<file path="config.mk">
export PLATFORM = sky130hd
export DESIGN_NAME = booth_seq_mul
export DESIGN_NICKNAME = d
export VERILOG_FILES = /design/src/rtl/booth_seq_mul.sv
export SDC_FILE = /design/constraint.sdc
export NUM_CORES = 1
export LEC_CHECK = 0
export ABC_AREA = 1
export BUFFER_PORTS_ARGS = -buffer_cell sky130_fd_sc_hd__buf_2
export CORE_MARGIN = 2
export CORE_UTILIZATION = 60
export CTS_CLUSTER_SIZE = 16
export DETAILED_ROUTE_END_ITERATION = 8
export MAX_ROUTING_LAYER = met4
export PLACE_DENSITY_LB_ADDON = 0.2
export SETUP_SLACK_MARGIN = 0.02
export SYNTH_ARGS = -nofsm -noshare
export SYNTH_HDL_FRONTEND = slang
export SYNTH_SLANG_ARGS = --single-unit
</file>
<file path="constraint.sdc">
create_clock -name clk -period 5.15 [get_ports clk]
set_input_delay 1.545 -clock clk [delete_from_list [all_inputs] [get_ports clk]]
set_output_delay 1.545 -clock clk [all_outputs]
set_load 0.03 [all_outputs]
</file>
<file path="src/rtl/booth_seq_mul.sv">
// -----------------------------------------------------------------------------
// booth_seq_mul
// Iterative radix-4 Booth multiplier. Accepts one signed WIDTH x WIDTH operand
// pair through a valid/ready handshake. Retires one Booth digit per cycle into
// a 2*WIDTH-bit accumulator. Returns the two's-complement product through a
// second valid/ready handshake. One shared recode/partial-product slice is
// reused across all WIDTH/2 digits.
//
// Ports
//   clk           rising-edge clock
//   rst_n         asynchronous active-low reset
//   in_valid      operand pair offered
//   in_ready      operands accepted this cycle (combinational, state == IDLE)
//   Multiplicant  signed multiplicand, sampled on input handshake
//   Multiplier    signed multiplier, sampled on input handshake
//   Flush         synchronous abort of the operation in flight
//   out_valid     Product valid (registered)
//   out_ready     consumer takes Product
//   Product       signed 2*WIDTH-bit product (registered)
//   Busy          high while in RUN or DONE (registered)
// -----------------------------------------------------------------------------
module booth_seq_mul #(
   parameter int unsigned WIDTH = 16
) (
   input  logic                 clk,
   input  logic                 rst_n,
   input  logic                 in_valid,
   output logic                 in_ready,
   input  logic [WIDTH-1:0]     Multiplicant,
   input  logic [WIDTH-1:0]     Multiplier,
   input  logic                 Flush,
   output logic                 out_valid,
   input  logic                 out_ready,
   output logic [2*WIDTH-1:0]   Product,
   output logic                 Busy
);

   localparam int unsigned N  = WIDTH / 2;
   localparam int unsigned PW = 2 * WIDTH;
   localparam int unsigned CW = (N > 1) ? $clog2(N) : 1;
   localparam int unsigned SW = CW + 1;

   typedef enum logic [1:0] {
      IDLE = 2'd0,
      RUN  = 2'd1,
      DONE = 2'd2
   } state_e;

   state_e          state_q;
   logic [PW-1:0]   m_q;       // sign-extended multiplicand
   logic [WIDTH:0]  r_q;       // {Multiplier, 1'b0} recode register
   logic [PW-1:0]   acc_q;
   logic [CW-1:0]   count_q;

   logic [SW-1:0]   shamt;
   logic [2:0]      digit;
   logic            sel_zero;
   logic            sel_two;
   logic            sel_neg;
   logic [PW-1:0]   mag;
   logic [PW-1:0]   term;
   logic [PW-1:0]   acc_d;
   logic            last_digit;

   assign in_ready   = (state_q == IDLE);
   assign last_digit = (count_q == CW'(N - 1));

   // Digit position 2*count selects R[2*count+2 : 2*count]; also the weight.
   assign shamt = {count_q, 1'b0};
   assign digit = 3'(r_q >> shamt);

   // Radix-4 Booth recode of the current digit.
   always_comb begin
      sel_zero = 1'b0;
      sel_two  = 1'b0;
      sel_neg  = 1'b0;
      unique case (digit)
         3'b001, 3'b010: begin
         end
         3'b011: begin
            sel_two = 1'b1;
         end
         3'b100: begin
            sel_two = 1'b1;
            sel_neg = 1'b1;
         end
         3'b101, 3'b110: begin
            sel_neg = 1'b1;
         end
         default: begin
            sel_zero = 1'b1;
         end
      endcase
   end

   // Weighted partial product; negation is invert plus carry-in of one.
   assign mag   = sel_zero ? '0 : (sel_two ? (m_q << 1) : m_q);
   assign term  = mag << shamt;
   assign acc_d = acc_q + (sel_neg ? ~term : term) + PW'(sel_neg);

   // Control FSM with registered outputs.
   always_ff @(posedge clk or negedge rst_n) begin
      if (!rst_n) begin
         state_q   <= IDLE;
         m_q       <= '0;
         r_q       <= '0;
         acc_q     <= '0;
         count_q   <= '0;
         Product   <= '0;
         out_valid <= 1'b0;
         Busy      <= 1'b0;
      end else begin
         unique case (state_q)
            IDLE: begin
               // Flush blocks acceptance in the same cycle.
               if (in_valid && !Flush) begin
                  m_q     <= {{WIDTH{Multiplicant[WIDTH-1]}}, Multiplicant};
                  r_q     <= {Multiplier, 1'b0};
                  acc_q   <= '0;
                  count_q <= '0;
                  Busy    <= 1'b1;
                  state_q <= RUN;
               end
            end
            RUN: begin
               if (Flush) begin
                  out_valid <= 1'b0;
                  Busy      <= 1'b0;
                  state_q   <= IDLE;
               end else begin
                  acc_q   <= acc_d;
                  count_q <= count_q + CW'(1);
                  if (last_digit) begin
                     Product   <= acc_d;
                     out_valid <= 1'b1;
                     state_q   <= DONE;
                  end
               end
            end
            DONE: begin
               // Flush with a simultaneous out handshake still counts as a transfer.
               if (Flush || out_ready) begin
                  out_valid <= 1'b0;
                  Busy      <= 1'b0;
                  state_q   <= IDLE;
               end
            end
            default: begin
               out_valid <= 1'b0;
               Busy      <= 1'b0;
               state_q   <= IDLE;
            end
         endcase
      end
   end

endmodule
</file>
==> flow_summary_export.csv <==
group,metric,value,unit
outcome,status,"finished, violations left",
outcome,violations,"DRC",
logic_synthesis,yosys_register_bits,103,
logic_synthesis,ys_async_sr_fraction,100.0,%
final_layout,final.fill_count,998,
floorplanning,fp.coreArea,0.01152,mm2
clocking,cts_sinks,103,
logic_synthesis,synth_top_cells_by_count,"nand2_1, dfrtp_1, inv_1",
routing,viasPerCell,5.537,
logic_synthesis,syn_avg_cell_area,7.393,um2
clocking,clk_path_buf_depth,2,
floorplanning,initial_utilization,62.02,%
logic_synthesis,synth_top_area_share,36.09,%
timing,worstMarginPinSlew,0.7776,ns
routing,drtIter0Drc,414,
setup_path,end_kind,"register",
setup_path,cpMostUsedCell,"nand2_1",
final_layout,syn_to_final_growth,11.67,%
logic_synthesis,syn_nets,1039,
logic_synthesis,yosysMostFrequentCell,"nand2_1",
final_layout,drive_above_1_share,14.45,%
timing,worst_slack,0.3271,ns
timing,finalCritPeriodShare,93.65,%
grt,grt_pass1_wl,30050,um
routing,wire_per_inst,15.31,um
placement,dp_hpwl,13510,um
final_layout,final_nets,1100,
routing,dr.pass1.iters,8,
grt,grtUsageTotal,30.29,%
clocking,hold_buffers,0,
setup_path,cp_max_fo,21,
floorplanning,ios,72,
final_layout,diodes,0,
clocking,cts-root-buf,"clkbuf_16",
timing,slew_headroom,48.10,%
grt,antenna_found_initial,0,
setup_path,arrival,5.07,ns
logic_synthesis,syn_area,0.007142,mm2
clocking,clock_latency,0.36,ns
routing,vias,6501,
clocking,cts_tree,"yes",
setup_path,crit_required,5.40,ns
logic_synthesis,ys_top_cells_by_area,"dfrtp_1, nand2_1, ha_1",
timing,rsz0062_at_grt,"true",
logic_synthesis,synth_top_area_cell,"dfrtp_1",
routing,ant_nets,0,
grt,grt_start_max_net_pins,61,
job,max-cap-violations,0,
timing,setup_viol,0,
timing,fin_skew,0.009669,ns
grt,grt_overflow,0,
logic_synthesis,synth_seq_area_share,36.09,%
floorplanning,fp.dieH,113.1,um
placement,post-place-ws,0.2460,ns
routing,totalWireLength,17970,um
setup_path,cp-start-kind,"register",
timing,drv_slew,0,
setup_path,path_class,"reg -> reg",
clocking,htreeDepth,3,
floorplanning,die_area,0.01279,mm2
logic_synthesis,synth-edff-count,0,
grt,first_global_vias,6205,
timing,post-route-min-period,4.823,ns
floorplanning,rows,39,
routing,drc_errors,2,
setup_path,cpMaxStageDelayCell,"dfrtp_1",
setup_path,r2r_slack,0.33,ns
logic_synthesis,ys.flop_type,"dfrtp_1",
setup_path,max_stage_delay,0.43,ns
placement,portBuffers,71,
logic_synthesis,syn_inst,966,
clocking,clkTransAtPathRegs,0.07,ns
timing,fmax,207.3,MHz
logic_synthesis,yosysWarnings,0,
floorplanning,die_w,113.1,um
clocking,cts_buffers,9,
min_path,hold_path.class,"reg -> reg",
placement,gp_congestion,0.9497,
logic_synthesis,synth.distinct_cells,49,
timing,finalHoldViolCount,0,
-- logic make-up (layout without fill, tap and decap cells) --
kind of cell    Yosys count  count (layout)  share of synthesized area [%]
mux                      12              12                          1.787
buf+inv                 115             180                          6.920
flops                   103             103                          36.09
xor+xnor                 49              49                          6.009
fa+ha+maj                36              36                          6.412
simple gates            447             447                          26.80
compound gates          204             204                          15.98
-- registers in the layout, indices dropped and copies added (netlist names) --
register	cells
out_valid	1
m_q	16
Busy	1
count_q	3
state_q	2
r_q	16
acc_q	32
Product	32
-- cell type report --
type	count	area [um2]	area share [%]
clock buffers	10	229.0	2.871
flip-flops and latches	103	2579	32.33
clock inverters	5	106.4	1.334
multi-input cells	748	4101	51.43
well taps	143	178.9	2.243
inverters	76	287.8	3.608
repair buffers	89	493.0	6.181
-- routing by layer --
layer	global-route usage (%)	wire [um]	vias up
li1	-	-	3289
met1	40.18	8358	2998
met2	48.18	8423	190
met3	5.035	843	24
met4	9.106	344	0
met5	-	0	-
-- repair_timing --
| action | CTS | global route |
|---|---|---|
| resized for setup | 0 | 11 |
| endpoints found under the setup margin | 0 | 12 |
| buffers inserted | 0 | 4 |
-- path summary, 6_finish.rpt --
check,from,endpoint,cells past startpoint
min in group asynchronous,rst_n,r_q[13]$_DFFE_PN0P_,1
setup / recovery,count_q[0]$_DFFE_PN0P_,Product[30]$_DFFE_PN0P_,29
setup reg to reg,count_q[0]$_DFFE_PN0P_,Product[30]$_DFFE_PN0P_,29
hold reg to reg,Product[23]$_DFFE_PN0P_,Product[23]$_DFFE_PN0P_,2
hold / removal,Product[23]$_DFFE_PN0P_,Product[23]$_DFFE_PN0P_,2
max in group asynchronous,rst_n,Product[21]$_DFFE_PN0P_,2
-- cells in the final DEF, fill, tap and decap left out, types with 4 or more instances in the layout --
master | synthesis | final
buf_2 | 2 | 70
dfrtp_1 | 103 | 102
buf_4 | 1 | 19
mux2_2 | 6 | 6
xnor2_1 | 14 | 14
nand3_1 | 48 | 48
o21ai_1 | 38 | 40
a21oi_1 | 68 | 66
nand3b_1 | 10 | 10
o21ai_0 | 59 | 57
ha_1 | 35 | 35
nor2_1 | 68 | 68
nand2_2 | 13 | 14
xor2_1 | 35 | 35
o21a_1 | 4 | 4
nand2_1 | 285 | 284
mux2i_1 | 6 | 6
clkbuf_16 | 0 | 9
o211ai_1 | 11 | 11
nand4_1 | 6 | 6
inv_1 | 71 | 71
a211oi_1 | 4 | 4
-- worst max-delay path, delay by kind of cell (launching register included) --
kind | cells | cell delay (ns)
buf+inv | 6 | 0.86
simple gates | 9 | 0.75
flops | 1 | 0.43
compound gates | 12 | 2.11
xor+xnor | 1 | 0.16
fa+ha+maj | 1 | 0.40
-- metrics by stage --
step / setup TNS, ns / util, % / instances / instance area, um2 / hold slack [ns]
2_1_floorplan: 0 / - / 966 / 7142 / 0.4554
3_3_place_gp: 0 / 65.80 / 1155 / 7577 / 0.4576
3_5_place_dp: 0 / 65.80 / 1155 / 7577 / 0.4609
4_1_cts: 0 / 68.71 / 1170 / 7913 / 0.4800
5_1_grt: -0.2002 / 69.25 / 1174 / 7975 / 0.5035
6_report: 0 / 69.25 / 1174 / 7975 / 0.4735
Power is left out: the tool's default activity adds up to more than one toggle a clock period on the data nets, which glitch-free logic cannot reach.
